`config.mk`:
```
export PLATFORM = sky130hd
export DESIGN_NAME = tx_bit_serializer
export DESIGN_NICKNAME = d
export VERILOG_FILES = /design/src/rtl/tx_bit_serializer.sv
export SDC_FILE = /design/constraint.sdc
export NUM_CORES = 1
export LEC_CHECK = 0
export ABC_AREA = 1
export CAP_MARGIN = 20
export CORE_ASPECT_RATIO = 0.7
export CORE_MARGIN = 2
export CORE_UTILIZATION = 33
export DETAILED_ROUTE_END_ITERATION = 8
export GPL_ROUTABILITY_DRIVEN = 0
export PLACE_DENSITY = 0.62
export SETUP_SLACK_MARGIN = 0.5
export SLEW_MARGIN = 20
export SYNTH_ARGS = -nofsm -noshare
export SYNTH_HDL_FRONTEND = slang
export SYNTH_SLANG_ARGS = --single-unit
```
`constraint.sdc`:
```
create_clock -name clk -period 4.95 [get_ports clk]
set_input_delay 1.2375 -clock clk [delete_from_list [all_inputs] [get_ports clk]]
set_output_delay 1.2375 -clock clk [all_outputs]
set_load 0.005 [all_outputs]
```
`src/rtl/tx_bit_serializer.sv`:
```
// Byte-to-bit serializer for the 1 Mbit/s TX PHY path: an 8-bit shift register
// plus an 8-bit holding register, LSB-first output, optional BLE data whitening.
module tx_bit_serializer #(
  parameter int CLK_PER_BIT = 16
) (
  input  logic       clk,
  input  logic       rst,
  input  logic [7:0] byte_in,
  input  logic       byte_valid,
  input  logic       byte_last,
  output logic       byte_ready,
  input  logic       whiten_en,
  input  logic [5:0] channel_number,
  output logic       phy_bit,
  output logic       bit_valid,
  output logic       bit_valid_last,
  output logic       busy,
  output logic       underrun
);

  localparam int TW = $clog2(CLK_PER_BIT);
  localparam logic [TW-1:0] TMAX = TW'(CLK_PER_BIT - 1);

  typedef enum logic {IDLE, RUN} state_t;

  state_t        state_q, state_d;
  logic [TW-1:0] timer_q, timer_d;
  logic [7:0]    sr_q, sr_d;
  logic          sr_last_q, sr_last_d;
  logic          sr_done_q, sr_done_d;
  logic [2:0]    idx_q, idx_d;
  logic [7:0]    hr_q, hr_d;
  logic          hr_last_q, hr_last_d;
  logic          hr_full_q, hr_full_d;
  logic          last_seen_q, last_seen_d;
  logic          wen_q, wen_d;
  logic [6:0]    lfsr_q, lfsr_d;
  logic          phy_bit_q, phy_bit_d;
  logic          bit_valid_q, bit_valid_d;
  logic          bit_last_q, bit_last_d;
  logic          busy_q, busy_d;
  logic          underrun_q, underrun_d;

  logic [7:0] cur_byte;
  logic       cur_last;
  logic [2:0] cur_idx;
  logic       strobe_slot, starve, accept, w;

  // Once the SR byte is fully sent, the next strobe draws bit 0 straight from HR.
  assign cur_byte    = sr_done_q ? hr_q      : sr_q;
  assign cur_last    = sr_done_q ? hr_last_q : sr_last_q;
  assign cur_idx     = sr_done_q ? 3'd0      : idx_q;
  assign strobe_slot = (state_q == RUN) && (timer_q == '0);
  assign starve      = strobe_slot && sr_done_q && !hr_full_q;
  assign w           = lfsr_q[6];

  // A byte arriving in the starve slot is too late for this packet; refusing it
  // lets it start the next packet instead of being dropped by the underrun exit.
  assign byte_ready = ~hr_full_q & ~last_seen_q & ~starve;
  assign accept     = byte_valid & byte_ready;

  always_comb begin
    state_d     = state_q;
    timer_d     = timer_q;
    sr_d        = sr_q;
    sr_last_d   = sr_last_q;
    sr_done_d   = sr_done_q;
    idx_d       = idx_q;
    hr_d        = hr_q;
    hr_last_d   = hr_last_q;
    hr_full_d   = hr_full_q;
    last_seen_d = last_seen_q;
    wen_d       = wen_q;
    lfsr_d      = lfsr_q;
    phy_bit_d   = phy_bit_q;
    bit_valid_d = 1'b0;
    bit_last_d  = 1'b0;
    busy_d      = (state_q == RUN);
    underrun_d  = underrun_q;

    case (state_q)
      IDLE: begin
        if (accept) begin
          state_d     = RUN;
          timer_d     = '0;
          sr_d        = byte_in;
          sr_last_d   = byte_last;
          sr_done_d   = 1'b0;
          idx_d       = 3'd0;
          hr_full_d   = 1'b0;
          last_seen_d = byte_last;
          wen_d       = whiten_en;
          lfsr_d      = {channel_number[0], channel_number[1], channel_number[2],
                         channel_number[3], channel_number[4], channel_number[5], 1'b1};
          underrun_d  = 1'b0;
        end
      end
      RUN: begin
        timer_d = (timer_q == TMAX) ? '0 : timer_q + TW'(1);
        if (starve) begin
          underrun_d  = 1'b1;
          state_d     = IDLE;
          last_seen_d = 1'b0;
        end else if (strobe_slot) begin
          bit_valid_d = 1'b1;
          phy_bit_d   = cur_byte[0] ^ (w & wen_q);
          lfsr_d      = {lfsr_q[5], lfsr_q[4], lfsr_q[3] ^ w, lfsr_q[2], lfsr_q[1], lfsr_q[0], w};
          sr_d        = {1'b0, cur_byte[7:1]};
          sr_last_d   = cur_last;
          idx_d       = cur_idx + 3'd1;
          sr_done_d   = (cur_idx == 3'd7);
          if (sr_done_q) hr_full_d = 1'b0;
          if ((cur_idx == 3'd7) && cur_last) begin
            bit_last_d  = 1'b1;
            state_d     = IDLE;
            last_seen_d = 1'b0;
          end
        end
        if (accept) begin
          hr_d      = byte_in;
          hr_last_d = byte_last;
          hr_full_d = 1'b1;
          if (byte_last) last_seen_d = 1'b1;
        end
      end
      default: state_d = IDLE;
    endcase
  end

  always_ff @(posedge clk or posedge rst) begin
    if (rst) begin
      state_q     <= IDLE;
      timer_q     <= '0;
      sr_q        <= '0;
      sr_last_q   <= 1'b0;
      sr_done_q   <= 1'b0;
      idx_q       <= 3'd0;
      hr_q        <= '0;
      hr_last_q   <= 1'b0;
      hr_full_q   <= 1'b0;
      last_seen_q <= 1'b0;
      wen_q       <= 1'b0;
      lfsr_q      <= '0;
      phy_bit_q   <= 1'b0;
      bit_valid_q <= 1'b0;
      bit_last_q  <= 1'b0;
      busy_q      <= 1'b0;
      underrun_q  <= 1'b0;
    end else begin
      state_q     <= state_d;
      timer_q     <= timer_d;
      sr_q        <= sr_d;
      sr_last_q   <= sr_last_d;
      sr_done_q   <= sr_done_d;
      idx_q       <= idx_d;
      hr_q        <= hr_d;
      hr_last_q   <= hr_last_d;
      hr_full_q   <= hr_full_d;
      last_seen_q <= last_seen_d;
      wen_q       <= wen_d;
      lfsr_q      <= lfsr_d;
      phy_bit_q   <= phy_bit_d;
      bit_valid_q <= bit_valid_d;
      bit_last_q  <= bit_last_d;
      busy_q      <= busy_d;
      underrun_q  <= underrun_d;
    end
  end

  assign phy_bit        = phy_bit_q;
  assign bit_valid      = bit_valid_q;
  assign bit_valid_last = bit_last_q;
  assign busy           = busy_q;
  assign underrun       = underrun_q;

endmodule

```
==> metrics <==
Tcrit/Tclk final=66.8%; Post-Route Utilization=39.9%; final setup fails=0; syn_nets=291; Final Hold Vio Count=0; Levels on crit path=7; Initial Utilization=33.9%; most frequent cells in the layout=115 x nand2_1, 42 x dfrtp_1, 24 x clkdlybuf4s50_1; number of gates resized after cts=0; Die Span X=99.6 um; final worst clock skew=0.00582 ns; Setup crit start=busy_d; worst slack, placed=1.97 ns; RSZ-0062 raised after global routing=false; grt total ovfl=0; worst slew pin tran=0.547 ns; ranking of synthesized cells by area=dfrtp_1 50%, nand2_1 20%, o21ai_0 5.2%; Startpoint Class=flop; CP Capture Type=primary output; setup bufs post-CTS=0; Worst VDD drop=0.111 mV; vias in the first global route=1673; status=completed; R2R setup slack=2.86 ns; Synth top area share=49.8%; WL per Instance=12.5 um; Die ar.=7060 um^2; row cnt=24; Yosys warning count=0; Post-Syn Area=2110 um^2; hold_buf cts=0; pin count of the biggest net entering global routing=43; TritonCTS Buffers=5; critical path buffer and inverter count=3; area leader, netlist=dfrtp_1; Final min period=3.31 ns; layout cell share with drive strength beyond 1=7.22%; Seq/Total Area, Yosys=49.8%; die height=70.9 um; GRT Overall Usage=14.2%; CP Cell Sequence=buf_4, inv_6, nor2_1, nand2_1, nor2_1, nor2_1, clkdlybuf4s50_1; CP peak stage delay=0.46 ns; Skew-Pair Late Insertion Delay=0.29 ns; WP data required=3.71 ns; Sink Count=42; delay-heaviest family, CP=buffers and inverters; RR Startpoint=busy_d; Pwr Density=240 nW/um^2; Setup CP Type=reg2out; area grow syn2layout=17.5%; worst-path maximum fanout=25; root buf cell=clkbuf_8; Vias/cell=4.66; vias=1721; CTS tree=yes; commonest non-fill, non-tap cell in the layout=nand2_1; Gate Count Post-Synth=268; max_slew headroom=63.5%; number of port buffers=24; post-synthesis cell type count=27; Pre-antenna DRT Iters=4; H-tree depth=2; final setup TNS=0 ns; Worst EP arrival=2.07 ns; Max-Cap Viols=0; Detailed Route Iter0 Violations=142; Layout Nets=313; total core area=6220 um^2; CP dominant cell by count=nor2_1; drt total wl=4630 um; Worst Hold Class=reg2reg; Slowest-stage cell, CP=clkdlybuf4s50_1; Worst Setup EP=byte_ready; number of diodes=0; dpl hpwl=3200 um; final setup margin=1.64 ns; mean area per synthesized cell=7.87 um^2; design area=2480 um^2; initial antenna violation count=0; R2R depth=8; clk buf depth=2; leak pwr=1.28 nW; max frequency=302 MHz; placed instance area=2390 um^2; Final Max Tran Viols=0; Yosys reg bits=42; DRC errors left=0; Worst-path clk slew=0.08 ns; RR Endpoint=sr_q[7]; post-route antenna net violation count=0; first-pass GRT wire length=7990 um; # IOs=25
-- where the power goes --
group / internal, mW / total, mW / switching [mW] / leakage, nW
registers: 0.343 / 0.343 / 0 / 0.548
clock network: 0.113 / 0.229 / 0.116 / 0.0482
logic: 0.0130 / 0.0236 / 0.0106 / 0.687
total: 0.468 / 0.595 / 0.126 / 1.28
-- routing by layer --
layer  global-route usage (%)  up-vias  share of wire (%)
li1                         -      879                  -
met1                     21.7      797                 53
met3                     4.15        2                6.2
met4                     2.74        0               0.28
met2                     19.9       43                 40
met5                        0        -                  0
-- per-stage QoR --
| step | power [mW] | hold slack (ns) | std cells |
|---|---|---|---|
| after floorplan | 0.355 | 0.374 | 268 |
| after global placement | 0.374 | 0.453 | 361 |
| after detailed placement | 0.374 | 0.455 | 361 |
| after CTS | 0.600 | 0.477 | 369 |
| after global routing | 0.618 | 0.489 | 369 |
| final | 0.595 | 0.475 | 369 |
-- layout make-up --
class                      instances  area, um^2
clock inverter                     1        5.00
inverter                          17        68.8
timing repair buffer              26         255
sequential                        42        1050
fill                             627        3740
tap                               78        97.6
clock buffer                       7        86.3
multi-input combinational        198         915
-- sequential cells by signal, indices dropped and copies added (netlist names) --
register	flops
busy	1
last_seen_q	1
hr_q	8
bit_valid	1
lfsr_q	7
underrun	1
phy_bit	1
hr_last_q	1
wen_q	1
sr_done_q	1
sr_last_q	1
hr_full_q	1
idx_q	3
bit_valid_last	1
timer_q	4
busy_d	1
sr_q	8
-- worst min-delay path by stage --
stage / start / to / slack, ns / cells past startpoint
after detailed placement: sr_q[3] / sr_q[3] / 0.45 / 2
after CTS: sr_last_q / sr_last_q / 0.48 / 2
after floorplan: busy_d / busy / 0.37 / 0
after global placement: sr_last_q / sr_last_q / 0.45 / 2
after global routing: sr_last_q / sr_last_q / 0.49 / 2
final: idx_q[2] / idx_q[2] / 0.48 / 2
-- cell usage after synthesis --
master    number
a21boi_0       1
inv_6          1
xor2_1         1
o21ai_0       22
nand2_2        1
nor2_4         1
nand3_4        1
nor2_1        19
clkbuf_1       3
buf_2          3
inv_1         15
nand2_1      115
o22ai_1        1
dfrtp_1       42
o21ai_1        1
a21oi_1        2
a21boi_4       1
or2_2          1
buf_4          2
nor2_2         3
nand2_4        1
buf_6          3
nand3_2        1
xnor2_1        1
nand3_1       21
inv_2          1
ha_1           4
-- worst min-delay path: stages (launching register included) --
cell and delay, ns:
dfrtp_1 0.35, nand2_1 0.05, nand2_1 0.05
-- logic make-up (layout without fill, tap and decap cells) --
family | count (synthesis) | in the layout | synth area share, %
and+or+nand+nor | 164 | 164 | 32.7
AOI/OAI and AO/OA | 28 | 28 | 7.47
buffers and inverters | 28 | 51 | 6.82
xor gates and xnor gates | 2 | 2 | 0.831
adders and majority gates | 4 | 4 | 2.37
DFF | 42 | 42 | 49.8
(Power assumes the default switching activity.)
